[src/rtl/app_wr_channel.sv]
// DMA write channel: requests the arbiter when a full burst sits in the FWFT FIFO,
// then streams BURST_LEN commands and BURST_LEN data beats into the MIG UI.
// Command and data sides handshake independently; start/end bracket each burst.
module app_wr_channel #(
  parameter int                DATA_W    = 128,
  parameter int                ADDR_W    = 28,
  parameter int                CNT_W     = 10,
  parameter int                BURST_LEN = 64,
  parameter int                ADDR_STEP = 8,
  parameter logic [ADDR_W-1:0] ADDR_BASE = '0,
  parameter logic [ADDR_W-1:0] ADDR_END  = 28'h07F_FFF8
) (
  input  logic                  I_clk,
  input  logic                  I_Rst_n,
  input  logic                  I_init_calib_complete,
  input  logic [CNT_W-1:0]      I_fifo_cnt,
  input  logic [DATA_W-1:0]     I_fifo_dout,
  output logic                  O_fifo_rd_en,
  output logic                  O_req,
  input  logic                  I_vaild,
  output logic                  O_start,
  output logic                  O_end,
  output logic [ADDR_W-1:0]     O_app_addr,
  output logic [2:0]            O_app_cmd,
  output logic                  O_app_en,
  input  logic                  I_app_rdy,
  output logic [DATA_W-1:0]     O_app_wdf_data,
  output logic                  O_app_wdf_wren,
  output logic                  O_app_wdf_end,
  output logic [DATA_W/8-1:0]   O_app_wdf_mask,
  input  logic                  I_app_wdf_rdy
);

  localparam logic [CNT_W-1:0] BL = CNT_W'(BURST_LEN);

  typedef enum logic [4:0] {
    S_IDLE  = 5'b00001,
    S_REQ   = 5'b00010,
    S_START = 5'b00100,
    S_BURST = 5'b01000,
    S_END   = 5'b10000
  } state_t;

  state_t              state;
  state_t              state_nxt;
  logic [CNT_W-1:0]    cmd_cnt;
  logic [CNT_W-1:0]    data_cnt;
  logic [1:0]          gap_cnt;
  logic [ADDR_W-1:0]   addr;
  logic                cmd_acc;
  logic                data_acc;

  assign cmd_acc        = O_app_en & I_app_rdy;
  assign data_acc       = O_app_wdf_wren & I_app_wdf_rdy;
  assign O_fifo_rd_en   = data_acc;
  assign O_app_wdf_data = I_fifo_dout;
  assign O_app_wdf_end  = O_app_wdf_wren;
  assign O_app_wdf_mask = '0;
  assign O_app_cmd      = 3'b000;
  assign O_app_addr     = addr;

  // State register.
  always_ff @(posedge I_clk) begin
    if (!I_Rst_n) state <= S_IDLE;
    else          state <= state_nxt;
  end

  // Next state and state-decoded outputs; END waits for the gap counter so the
  // arbiter, which sees start two cycles late, is already busy when end arrives.
  always_comb begin
    state_nxt      = state;
    O_req          = 1'b0;
    O_start        = 1'b0;
    O_end          = 1'b0;
    O_app_en       = 1'b0;
    O_app_wdf_wren = 1'b0;
    case (state)
      S_IDLE: begin
        if (I_init_calib_complete && (I_fifo_cnt >= BL)) state_nxt = S_REQ;
      end
      S_REQ: begin
        O_req = 1'b1;
        if (I_vaild) state_nxt = S_START;
      end
      S_START: begin
        O_start   = 1'b1;
        state_nxt = S_BURST;
      end
      S_BURST: begin
        O_app_en       = (cmd_cnt < BL);
        O_app_wdf_wren = (data_cnt < BL);
        if ((cmd_cnt == BL) && (data_cnt == BL)) state_nxt = S_END;
      end
      S_END: begin
        if (gap_cnt == 2'd3) begin
          O_end     = 1'b1;
          state_nxt = S_IDLE;
        end
      end
      default: state_nxt = S_IDLE;
    endcase
  end

  // Beat counters: each side counts its own accepted handshakes; cleared in END.
  always_ff @(posedge I_clk) begin
    if (!I_Rst_n || (state == S_END)) begin
      cmd_cnt  <= '0;
      data_cnt <= '0;
    end else begin
      if (cmd_acc)  cmd_cnt  <= cmd_cnt + 1'b1;
      if (data_acc) data_cnt <= data_cnt + 1'b1;
    end
  end

  // Saturating cycle count since START (zero during the START cycle itself).
  always_ff @(posedge I_clk) begin
    if (!I_Rst_n || (state == S_IDLE) || (state == S_REQ)) gap_cnt <= 2'd0;
    else if (gap_cnt != 2'd3)                              gap_cnt <= gap_cnt + 2'd1;
  end

  // Command address: advances per accepted command, wraps at ADDR_END, persists across bursts.
  always_ff @(posedge I_clk) begin
    if (!I_Rst_n) begin
      addr <= ADDR_BASE;
    end else if (cmd_acc) begin
      if (addr == ADDR_END) addr <= ADDR_BASE;
      else                  addr <= addr + ADDR_W'(ADDR_STEP);
    end
  end

endmodule
[config.mk]
export PLATFORM = sky130hd
export DESIGN_NAME = app_wr_channel
export DESIGN_NICKNAME = d
export VERILOG_FILES = /design/src/rtl/app_wr_channel.sv
export SDC_FILE = /design/constraint.sdc
export NUM_CORES = 1
export LEC_CHECK = 0
export BUFFER_PORTS_ARGS = -buffer_cell sky130_fd_sc_hd__buf_4
export CORE_AREA = 5 5 125 127
export DETAILED_ROUTE_END_ITERATION = 8
export DIE_AREA = 0 0 130 132
export GPL_ROUTABILITY_DRIVEN = 0
export MAX_ROUTING_LAYER = met4
export PLACE_DENSITY_LB_ADDON = 0.08
export SLEW_MARGIN = 0
export SYNTH_ARGS = -nofsm -noshare
export SYNTH_HDL_FRONTEND = slang
export SYNTH_SLANG_ARGS = --single-unit
export TNS_END_PERCENT = 20
[constraint.sdc]
create_clock -name I_clk -period 6.95 [get_ports I_clk]
set_input_delay 1.0425 -clock I_clk [delete_from_list [all_inputs] [get_ports I_clk]]
set_output_delay 1.0425 -clock I_clk [all_outputs]
set_load 0.01 [all_outputs]
==> results.md <==
* Worst EP arrival at approximately 1.9 ns
* Residual DRC at 0
* Clk sink count at 52
* WL per Instance at between 15 and 20 µm
* Critical path class: reg2out
* Post-synthesis sequential area ratio at 0.283
* Die Y at around 130 µm
* Fmax at 341 MHz
* Core Area at 0.0143 mm²
* NumNets Final at 503
* # setup viols final at 0
* Gate power share at 0.047
* Main synth FF type: dfxtp_1
* P per Cell Area at about 190 mW/mm²
* Crit share post-route at 0.422
* # H-tree levels at 2
* Async set or reset register ratio after synthesis at 0
* Largest net degree at the start of global routing at 41
* Max cap viols at 0
* Avg Vias per Cell at ~4.8
* Die Area at 0.0172 mm²
* Boundary Pins at 326
* Total internal power at between 0.4 and 0.5 mW
* Inst Count DP at 530
* Fin cells at 538
* Syn Area/Cell at 8.22 µm²
* Site row count at 44
* Longest Clk Path Bufs at 2
* Vias at ~2600
* Initial antenna violation count at 0
* Sw Ratio at 0.228
* DP Wirelength at 7100 µm
* Clk root buf: clkbuf_16
* Top cells by area, synth: buf_4 31%, dfxtp_1 28%, o31ai_1 3.5%
* Routed Antenna Nets at 0
* DR pass1 iterations at 4
* Worst slew margin at 0.377
* Synth top cells by count: 151 x buf_4, 52 x dfxtp_1, 18 x nand2_1
* Design Power at 0.621 mW
* Setup TNS at 0 ns
* Top cell type's share of synthesized area at 0.308
* Startpoint types: flip-flop
* Mapped cell area at 0.00368 mm²
* Synth unique cells at 45
* P&R area growth vs syn at -10.7%
* GRT Overall Usage at 0.110
* PortBufs at 41
* Initial core utilization at 0.257
* Fin crit period at 2.93 ns
* Diodes inserted at 0
* Final Hold Viols at 0
* Post-Syn Instances at 448
* Hold_ws at 0.491 ns
* Worst-Skew Late Latency at 0.30 ns
* FF-to-FF path depth at 5
* Worst-margin pin slew at roughly 0.93 ns
* CTS tree: done
* Synthesis warning total at 0
* Cell taking the most area after synthesis: buf_4
* Critical Path Fanout Max at 8
* Peak VDD IR at 82.0 µV
* Crit. End Element: primary output
* Cts repair resizes at 0
* Most frequent cell after synthesis: buf_4
* Layout cell share with drive strength beyond 1 at 0.169
* Post-synth EDFFs at 0
* Flop pwr share at 0.487
* Hold Path Stages at 2
* Total routed wirelength at 9520 µm
* Skew final at 0.00888 ns
* Min-Delay Path Class: reg2reg
* Post-CTS Hold Fix Bufs at 0
* Post-layout util at 0.230
* Inserted Clock Buffers at 5
* Status: finished, final reports clean
* Pins over their slew limit at 0
* CP required at ~5.9 ns
* Vias in the first global route at ~2500
* FF+latch count, synth at between 50 and 60
* Switching pwr at 0.141 mW
* Post-CTS Setup Bufs at 0
* DR iter-0 viols at 99
* Clock transition at the registers of the reported paths at 0.07 ns
* Remaining global-route overflow at 0
* Die extent in x at 130 µm
* RSZ-0062 raised after global routing: false
* P_leak at 1.17 nW
* First-pass GRT wire length at around 14000 µm
* Clock Power Share at 0.467
## area by class of cell
class                           count  area (µm²)
Multi-Input combinational cell    234        1470
Fill cell                        1560       11000
Clock buffer                        6         129
Sequential cell                    52        1040
Timing Repair Buffer               44         330
Inverter                           16        60.1
Clock inverter                      2        35.0
Tap cell                          184         230
## state kept, by name, summed over array words and instances, names as in the netlist
name,count
cmd_cnt,10
data_cnt,10
O_app_addr,25
gap_cnt,2
state,5
## power by group through the flow
stage                     clock network (mW)  registers (mW)  logic (mW)
after floorplan                            0           0.309       0.104
after global placement                     0           0.309      0.0289
after detailed placement                   0           0.309      0.0288
after CTS                              0.301           0.302      0.0288
after global routing                   0.312           0.303      0.0326
final                                  0.290           0.302      0.0289
## per-layer routing
layer / global-route usage / part of all wire / up-vias
met2: 0.182 / 0.49 / 104
met1: 0.122 / 0.40 / 1198
met3: 0.0324 / 0.069 / 62
met5: - / 0 / -
met4: 0.0485 / 0.039 / 0
li1: - / - / 1219
## cells in the final DEF, fill, tap and decap left out, types with 5 or more instances in the layout
cell,instances
conb_1,22
dfxtp_1,52
and3_1,9
nor4_1,8
inv_1,15
a21oi_1,17
a211oi_1,15
nand2_1,18
nand3_1,13
nand4_1,12
nor3_1,6
nor2_1,13
o31ai_1,17
or3_1,15
or4_1,15
clkbuf_16,5
o21ai_0,10
ha_1,6
buf_4,44
## logic make-up after synthesis
logic type / count (synthesis) / synth area share
AOI/OAI and AO/OA: 68 / 0.122
buffers and inverters: 183 / 0.343
xor gates and xnor gates: 6 / 0.0143
and+or+nand+nor: 129 / 0.210
DFF: 52 / 0.283
muxes: 3 / 0.00815
adders and majority gates: 6 / 0.0204
other: 1 / 0.00102
## metrics by stage
stage	cell area (µm²)	setup WS, ns
CTS	3290	4.02
global placement	3130	4.15
global route	3290	3.85
floorplan	3760	4.50
finish	3290	4.02
detailed placement	3130	4.17
## path summary, 6_finish.rpt
path / from / to / slack [ns]
setup reg to reg: O_app_addr[5]$_SDFFE_PN0P_ / O_app_addr[7]$_SDFFE_PN0P_ / 4.30
hold reg to reg: cmd_cnt[6]$_SDFFE_PP0P_ / cmd_cnt[6]$_SDFFE_PP0P_ / 0.49
setup / recovery: state[0]$_SDFFE_PN1P_ / O_fifo_rd_en / 4.02
hold / removal: cmd_cnt[6]$_SDFFE_PP0P_ / cmd_cnt[6]$_SDFFE_PP0P_ / 0.49
## worst max-delay path: stages, from the launching register on
cell and delay, ns:
dfxtp_1 0.33, nor3_1 0.50, nand4_1 0.40, inv_1 0.21, buf_4 0.14
Note: power is estimated with default switching activity, not from simulation.
